[config.mk]
export PLATFORM = sky130hd
export DESIGN_NAME = inst_fetch_unit
export DESIGN_NICKNAME = d
export VERILOG_FILES = /design/src/rtl/inst_fetch_unit.sv
export SDC_FILE = /design/constraint.sdc
export NUM_CORES = 2
export LEC_CHECK = 0
export CORE_MARGIN = 2
export CORE_UTILIZATION = 40
export DETAILED_ROUTE_END_ITERATION = 10
export GPL_TIMING_DRIVEN = 0
export PLACE_DENSITY_LB_ADDON = 0.15
export SLEW_MARGIN = 20
export SYNTH_ARGS = -nofsm -noshare
export SYNTH_HDL_FRONTEND = slang
export SYNTH_SLANG_ARGS = --single-unit
[constraint.sdc]
create_clock -name clk -period 14.2 [get_ports clk]
set_clock_uncertainty 0.05 [all_clocks]
set_input_delay 2.84 -clock clk [delete_from_list [all_inputs] [get_ports clk]]
set_output_delay 2.84 -clock clk [all_outputs]
set_load 0.01 [all_outputs]
[src/rtl/inst_fetch_unit.sv]
// rtl/inst_fetch_unit.sv - DDR program fetcher that unpacks 512-bit words into a 160-bit instruction FIFO
// Each fetched DDR word carries INST_PER_WORD instructions; the unused top bits of the word are dropped.
module inst_fetch_unit #(
    parameter int INST_LEN     = 160,
    parameter int DDR_DATA_LEN = 512,
    parameter int DDR_ADDR_LEN = 32,
    parameter int SINGLE_LEN   = 24,
    parameter int FIFO_AW      = 4
) (
    input  logic                    clk,
    input  logic                    rst_n,
    input  logic                    start,
    input  logic [DDR_ADDR_LEN-1:0] prog_ddr_addr,
    input  logic [SINGLE_LEN-1:0]   prog_inst_num,
    output logic                    busy,
    output logic                    done,
    output logic [DDR_ADDR_LEN-1:0] ddr_st_addr_out,
    output logic [SINGLE_LEN-1:0]   ddr_len,
    output logic                    ddr_conf,
    input  logic                    ddr_fifo_empty,
    output logic                    ddr_fifo_req,
    input  logic [DDR_DATA_LEN-1:0] ddr_fifo_data,
    output logic [INST_LEN-1:0]     instruct,
    output logic                    inst_empty,
    input  logic                    inst_req
);
    localparam int INST_PER_WORD = DDR_DATA_LEN / INST_LEN;
    localparam int SLOT_W        = $clog2(INST_PER_WORD + 1);
    localparam int NUM_SLOTS     = 2 ** SLOT_W;
    localparam int EXT_LEN       = NUM_SLOTS * INST_LEN;
    localparam int DEPTH         = 2 ** FIFO_AW;

    localparam logic [SINGLE_LEN-1:0] IPW_CNT   = SINGLE_LEN'(INST_PER_WORD);
    localparam logic [SINGLE_LEN:0]   IPW_WIDE  = (SINGLE_LEN+1)'(INST_PER_WORD);
    localparam logic [SINGLE_LEN:0]   IPW_ROUND = (SINGLE_LEN+1)'(INST_PER_WORD - 1);
    localparam logic [SLOT_W-1:0]     IPW_SLOT  = SLOT_W'(INST_PER_WORD);
    localparam logic [FIFO_AW:0]      DEPTH_CNT = (FIFO_AW+1)'(DEPTH);
    localparam logic [FIFO_AW:0]      CNT_ONE   = (FIFO_AW+1)'(1);

    typedef enum logic [2:0] {
        S_IDLE,
        S_CONF,
        S_WAIT,
        S_LOAD,
        S_UNPACK,
        S_FIN
    } state_t;

    state_t                   state_q, state_d;
    logic [SINGLE_LEN-1:0]    remaining_q, remaining_d;
    logic [DDR_DATA_LEN-1:0]  word_q, word_d;
    logic [SLOT_W-1:0]        slot_q, slot_d;
    logic [SLOT_W-1:0]        slots_valid_q, slots_valid_d;
    logic [DDR_ADDR_LEN-1:0]  st_addr_q, st_addr_d;
    logic [SINGLE_LEN-1:0]    len_q, len_d;

    logic [SINGLE_LEN:0]      num_round;
    logic [SINGLE_LEN-1:0]    len_calc;
    logic [EXT_LEN-1:0]       word_ext;
    logic [INST_LEN-1:0]      slot_data [NUM_SLOTS];
    logic [INST_LEN-1:0]      push_data;
    logic                     push;

    logic [INST_LEN-1:0]      mem_q [DEPTH];
    logic [FIFO_AW-1:0]       wr_ptr_q, rd_ptr_q, rd_next;
    logic [FIFO_AW:0]         cnt_q, cnt_d;
    logic [INST_LEN-1:0]      head_q, head_d;
    logic                     empty_q;
    logic                     fifo_full, push_ok, pop_ok;

    // Word count rounds up so a partial last word is still fetched.
    assign num_round = {1'b0, prog_inst_num} + IPW_ROUND;
    assign len_calc  = SINGLE_LEN'(num_round / IPW_WIDE);

    always_comb begin
        word_ext = '0;
        word_ext[DDR_DATA_LEN-1:0] = word_q;
        for (int i = 0; i < NUM_SLOTS; i++) begin
            slot_data[i] = word_ext[i*INST_LEN +: INST_LEN];
        end
    end

    assign push_data = slot_data[slot_q];

    always_comb begin
        state_d       = state_q;
        remaining_d   = remaining_q;
        word_d        = word_q;
        slot_d        = slot_q;
        slots_valid_d = slots_valid_q;
        st_addr_d     = st_addr_q;
        len_d         = len_q;
        busy          = 1'b0;
        done          = 1'b0;
        ddr_conf      = 1'b0;
        ddr_fifo_req  = 1'b0;
        push          = 1'b0;
        case (state_q)
            S_IDLE: begin
                if (start) begin
                    remaining_d = prog_inst_num;
                    if (prog_inst_num == '0) begin
                        state_d = S_FIN;
                    end else begin
                        st_addr_d = prog_ddr_addr;
                        len_d     = len_calc;
                        state_d   = S_CONF;
                    end
                end
            end
            S_CONF: begin
                busy     = 1'b1;
                ddr_conf = 1'b1;
                state_d  = S_WAIT;
            end
            S_WAIT: begin
                busy = 1'b1;
                if (!ddr_fifo_empty) begin
                    ddr_fifo_req = 1'b1;
                    state_d      = S_LOAD;
                end
            end
            S_LOAD: begin
                busy          = 1'b1;
                word_d        = ddr_fifo_data;
                slot_d        = '0;
                slots_valid_d = (remaining_q < IPW_CNT) ? remaining_q[SLOT_W-1:0] : IPW_SLOT;
                state_d       = S_UNPACK;
            end
            S_UNPACK: begin
                busy = 1'b1;
                if (!fifo_full) begin
                    push        = 1'b1;
                    slot_d      = slot_q + SLOT_W'(1);
                    remaining_d = remaining_q - SINGLE_LEN'(1);
                    if (slot_d == slots_valid_q) begin
                        state_d = (remaining_d == '0) ? S_FIN : S_WAIT;
                    end
                end
            end
            S_FIN: begin
                done    = 1'b1;
                state_d = S_IDLE;
            end
            default: state_d = S_IDLE;
        endcase
    end

    always_ff @(posedge clk or negedge rst_n) begin
        if (!rst_n) begin
            state_q       <= S_IDLE;
            remaining_q   <= '0;
            word_q        <= '0;
            slot_q        <= '0;
            slots_valid_q <= '0;
            st_addr_q     <= '0;
            len_q         <= '0;
        end else begin
            state_q       <= state_d;
            remaining_q   <= remaining_d;
            word_q        <= word_d;
            slot_q        <= slot_d;
            slots_valid_q <= slots_valid_d;
            st_addr_q     <= st_addr_d;
            len_q         <= len_d;
        end
    end

    assign ddr_st_addr_out = st_addr_q;
    assign ddr_len         = len_q;

    assign fifo_full = (cnt_q == DEPTH_CNT);
    assign push_ok   = push && !fifo_full;
    assign pop_ok    = inst_req && (cnt_q != '0);
    assign rd_next   = rd_ptr_q + FIFO_AW'(1);

    // The head register is refilled from storage, or straight from the push when the FIFO is about to hold only it.
    always_comb begin
        cnt_d  = cnt_q;
        head_d = head_q;
        if (push_ok && !pop_ok) begin
            cnt_d = cnt_q + CNT_ONE;
        end else if (!push_ok && pop_ok) begin
            cnt_d = cnt_q - CNT_ONE;
        end
        if (pop_ok) begin
            if (cnt_q > CNT_ONE) begin
                head_d = mem_q[rd_next];
            end else if (push_ok) begin
                head_d = push_data;
            end
        end else if ((cnt_q == '0) && push_ok) begin
            head_d = push_data;
        end
    end

    always_ff @(posedge clk) begin
        if (push_ok) begin
            mem_q[wr_ptr_q] <= push_data;
        end
    end

    always_ff @(posedge clk or negedge rst_n) begin
        if (!rst_n) begin
            wr_ptr_q <= '0;
            rd_ptr_q <= '0;
            cnt_q    <= '0;
            head_q   <= '0;
            empty_q  <= 1'b1;
        end else begin
            if (push_ok) begin
                wr_ptr_q <= wr_ptr_q + FIFO_AW'(1);
            end
            if (pop_ok) begin
                rd_ptr_q <= rd_next;
            end
            cnt_q   <= cnt_d;
            head_q  <= head_d;
            empty_q <= (cnt_d == '0);
        end
    end

    assign instruct   = head_q;
    assign inst_empty = empty_q;

endmodule

[Yosys cells after proc, flatten, opt, wreduce, memory -nomap -nowiden]
Memory sizes are Yosys's and may differ from the RTL's.
Cells that the tools add are included.
Widths: inputs -> output; s select.
Cells by class
  equality and inequality tests: 12
  div/mod/pow operators: 1
  bitwise gates (word level): 2
  mux-type cells: 31
  add/subtract/negate cells: 7
  magnitude comparators: 3
  reductions and logical operators: 23
Operator list (number)
  $mux 160: 6
  $bmux 160 s2: 1
  $logic_not 24->1: 2
  $mux 24: 2
  $pmux 24 s2: 1
  $add 24x2->25 const B: 1
  $div 25x2->25 const B: 1
  $lt 24x2->1 const B: 1
  $sub 24x1->24 const B: 1
  $mux 3: 6
  $pmux 3 s5: 1
  $logic_not 5->1: 2
  $mux 5: 2
  $mux 1: 9
  $add 4x1->4 const B: 2
  $ne 2x2->1 const B: 4
  $eq 3x2->1 const B: 2
  $eq 3x3->1 const B: 2
  $reduce_and 3->1: 2
  $reduce_bool 2->1: 3
  $add 5x1->5 const B: 1
  $eq 5x5->1 const B: 1
  $gt 5x1->1 const B: 1
  $logic_and 1x1->1: 5
  other kinds (16): 20
Word-level totals
  word-level logic and storage cells: 92
  flip-flop bits (word level): 773
  input bits: 573
  output and inout bits: 221
  memories: 1
  RAM bits: 2560
Memories
  mem_q: depth 16, bits a word 160, read ports 1, clocked after memory_dff 0, wr ports 1, line 64  | logic [INST_LEN-1:0] mem_q [DEPTH];

[Depth between registers and ports, before layout]
  word-level depth: 9
  gate-level depth with buffers: 35
  gate-level depth less buffers: 28

[Worst setup path after synthesis]
Ideal clock, no wire load.
  kind: input -> register
  start point: input port prog_inst_num[4]
  end point: register len_q[0], in the netlist ddr_len[0]
  setup time: 0.136 ns
  arrival time: 9.502 ns
  required time: 14.014 ns
  path buffers: 5
  slack: 4.512 ns
  stages on the path: 32
  path through: buf_2 -> nand4_4 -> or4_1 -> buf_2 -> or3_4 -> and2_4 -> xnor2_1 -> or4_1 -> and3_4 -> a21oi_2 -> o32ai_2 -> a31oi_4 -> and3_1 -> buf_4 -> o221ai_2 -> or3_1 -> buf_2 -> and2_4 -> a221o_1 -> o41ai_4 -> nand2_2 -> o32ai_4 -> or2_1 -> buf_4 -> nor3b_1 -> a21o_1 -> ha_1 -> a21oi_1 -> o21ai_0 -> or2_1 -> a221oi_2 -> o32ai_2
Between the ends
  word-level cells in the longest chain between the ends: 3
  elaborated cells between the ends (all ways): 5
  those cells by class: 1 x add/sub; 1 x div; 1 x bitwise; 2 x reduce/logical
RTL lines
  start, declared: line 14  | input logic [SINGLE_LEN-1:0] prog_inst_num,
  parallel branches: the longest is 3 deep, another holds $add 24x2->25
  end signal, assigned: line 165  | len_q <= len_d;
  end, declared: line 55  | logic [SINGLE_LEN-1:0] len_q, len_d;
Several ways; the timed one is not identified.
A chain may end at the register's enable or synchronous reset.

[Worst setup path after layout]
  start point: input port prog_inst_num[2]
  end point: register len_q[0], in the netlist ddr_len[0]
The elaborated chain is that of the path after synthesis.

==> out/results.tsv <==
metric	value	unit
power_density	237	nW/um^2
hold_violations	0	
status	finished, final reports clean	
dieArea	338000	um^2
vias_per_cell	5.61	
ys_seq_elements	3333	
core.rowCount	211	
worstMarginPinSlew	1.19	ns
synth_ff_type	edfxtp_1	
clock_latency	0.95	ns
ir_drop	0.000131	V
die_h	581	um
synth_top_area_share	57.7	%
drive_above_1_share	19.3	%
setup_violations	0	
drtAntennaViolNets	0	
timing.fmax	89.7	MHz
area_growth	21.7	%
hold_class	reg -> reg	
max-slew-margin-rel	20.7	%
multi_input_area	35500	um^2
drt_iter0_markers	8253	
ctsHoldBuffers	0	
drtPass1Iterations	6	
synth.distinct_cells	98	
grt_start_max_net_pins	132	
antenna_found_initial	45	
rsz0062_at_grt	no	
fin_cells	13917	
whs	0.419	ns
worstPathRequired	14.92	ns
wl_per_cell	29.9	um
synthCells	7890	
gp_congestion	0.856	
clock-sinks	3333	
drt_wl_total	416	mm
seq_area	96200	um^2
maxCapViolations	0	
synth_edf_count	2560	
drc	0	
numPortBuffers	781	
nets	9813	
clk_pin_slew	0.05	ns
vias	78007	
place_inst	13229	
grt_first_pass_wirelength	587	mm
clockBufferDepth	4	
ctsResizeCount	0	
whs_path_depth	2	
reg2regPathDepth	12	
n_fill_cell	27990	
period_needed	11.15	ns
gr-total-overflow	0	
ys_top_cells_by_area	edfxtp_1 58%, dfrtp_1 14%, mux4_2 14%	
max_stage_delay	0.86	ns
ff2ff_setup_slack	9.84	ns
cts_tree	built	
post-cts-setup-buffers	0	
critical_path_class	in -> reg	
design.core.area	331000	um^2
fin_crit_sh	78.5	%
grt_pass1_vias	80418	
cts_buffers	359	
critPathLaunchType	input port	
path_max_fanout	10	
synth_area_leader_cell	edfxtp_1	
io_pins	794	
syn_nets	8478	
crit_top_cell	buf_2	
yosysSeqAreaShare	72.2	%
grt_usage	24.3	%
start_util	40.3	%
leakage	0.0584	uW
arrival	11.87	ns
htreeDepth	5	
avgSynthCellArea	16.9	um^2
synth_warnings	0	
timing.setup.tns	0	ns
cts_root_buf	clkbuf_16	
critPathCaptureType	flip-flop	
die_w	581	um
drv_slew	0	
slowest_stage	clkdlybuf4s50_1	
syn_area	133000	um^2
dpl.hpwl	275	mm
synth_async_sr_flop_share	23.2	%
final_util	49.0	%
==> power breakdown <==
part | switching, uW | total, uW | internal (uW)
sequential | 753 | 14400 | 13600
combinational | 8940 | 14800 | 5860
clock | 3890 | 9250 | 5360
total | 13600 | 38400 | 24800
==> through the flow <==
stage	power, uW	worst slack [ns]	instance area, um^2
finish	38400	3.05	162000
global route	40200	2.72	162000
CTS	38800	3.41	162000
detailed placement	29500	2.44	151000
global placement	28700	-27.47	147000
floorplan	22800	4.51	133000
==> cell families (layout without fill, tap and decap cells) <==
| group | after synthesis | after routing | share of synthesized area, % |
|---|---|---|---|
| muxes | 1163 | 1163 | 16.6 |
| DFF | 3333 | 3333 | 72.2 |
| and+or+nand+nor | 2252 | 2252 | 6.73 |
| buffers and inverters | 474 | 2109 | 1.37 |
| AOI/OAI and AO/OA | 599 | 599 | 2.66 |
| xor gates and xnor gates | 53 | 53 | 0.348 |
| other | 0 | 26 | 0 |
| adders and majority gates | 16 | 16 | 0.148 |
==> layout by cell type (no fill, tap or decap), types with 34 or more instances in the layout <==
cell type / count
a21oi_1: 67
buf_1: 34
buf_12: 42
buf_16: 78
buf_2: 50
buf_4: 68
clkbuf_1: 378
clkbuf_16: 371
clkbuf_2: 74
clkbuf_8: 42
clkdlybuf4s50_1: 780
clkinv_1: 42
clkinv_2: 58
dfrtp_1: 772
edfxtp_1: 2560
mux2_2: 37
mux2i_1: 292
mux4_2: 832
nand2_1: 1946
nor2_1: 101
nor3_1: 45
o21ai_0: 256
o21ai_1: 84
o21ai_2: 50
==> cells in the mapped netlist, drive strengths merged, types with 15 or more instances <==
cell	n
edfxtp	2560
nand2	1948
mux4	832
dfrtp	772
o21ai	390
clkbuf	355
mux2i	292
nor2	104
buf	102
a21oi	69
nor3	48
mux2	39
xnor2	34
nand3	33
and2	23
nor4	21
xor2	19
o211ai	18
inv	17
a22oi	15
ha	15
==> layout make-up <==
type | count | share of cell area, %
antenna | 26 | 0.0401
buffer | 457 | 1.20
clock buffer | 511 | 6.30
clock inverter | 150 | 0.856
inverter | 17 | 0.0393
multi-input combinational | 4083 | 21.9
sequential | 3333 | 59.3
tap | 4366 | 3.37
timing repair buffer | 974 | 7.03
==> layer usage <==
metal / part of all wire [%] / track usage, %
met1: 42 / 34.3
met2: 47 / 38.7
met3: 7.7 / 4.47
met4: 3.0 / 6.96
met5: 0.040 / 0
==> state kept, by name (all words and copies together), names as in the netlist <==
signal / flops
cnt_q: 5
ddr_len: 24
ddr_st_addr_out: 32
inst_empty: 1
instruct: 160
mem_q: 2560
rd_ptr_q: 4
remaining_q: 24
slot_q: 2
slots_valid_q: 2
state_q: 3
word_q: 512
wr_ptr_q: 4
==> critical path: cells and delay by family <==
family / cells / cell delay [ns]
AND/OR/NAND/NOR: 10 / 2.86
AO/OA/AOI/OAI: 14 / 3.65
multiplexers: 1 / 0.34
buffers and inverters: 6 / 1.97
adder cells (fa/ha/maj): 1 / 0.21
==> worst paths after layout <==
kind,start,to
max in group asynchronous,rst_n,word_q[184]
worst max-delay path,prog_inst_num[2],ddr_len[0]
worst min register to register,word_q[49],word_q[49]
worst max register to register,cnt_q[0],instruct[141]
worst min-delay path,word_q[49],word_q[49]
min in group asynchronous,rst_n,word_q[293]
No activity file was read; power rests on OpenSTA's default activity.
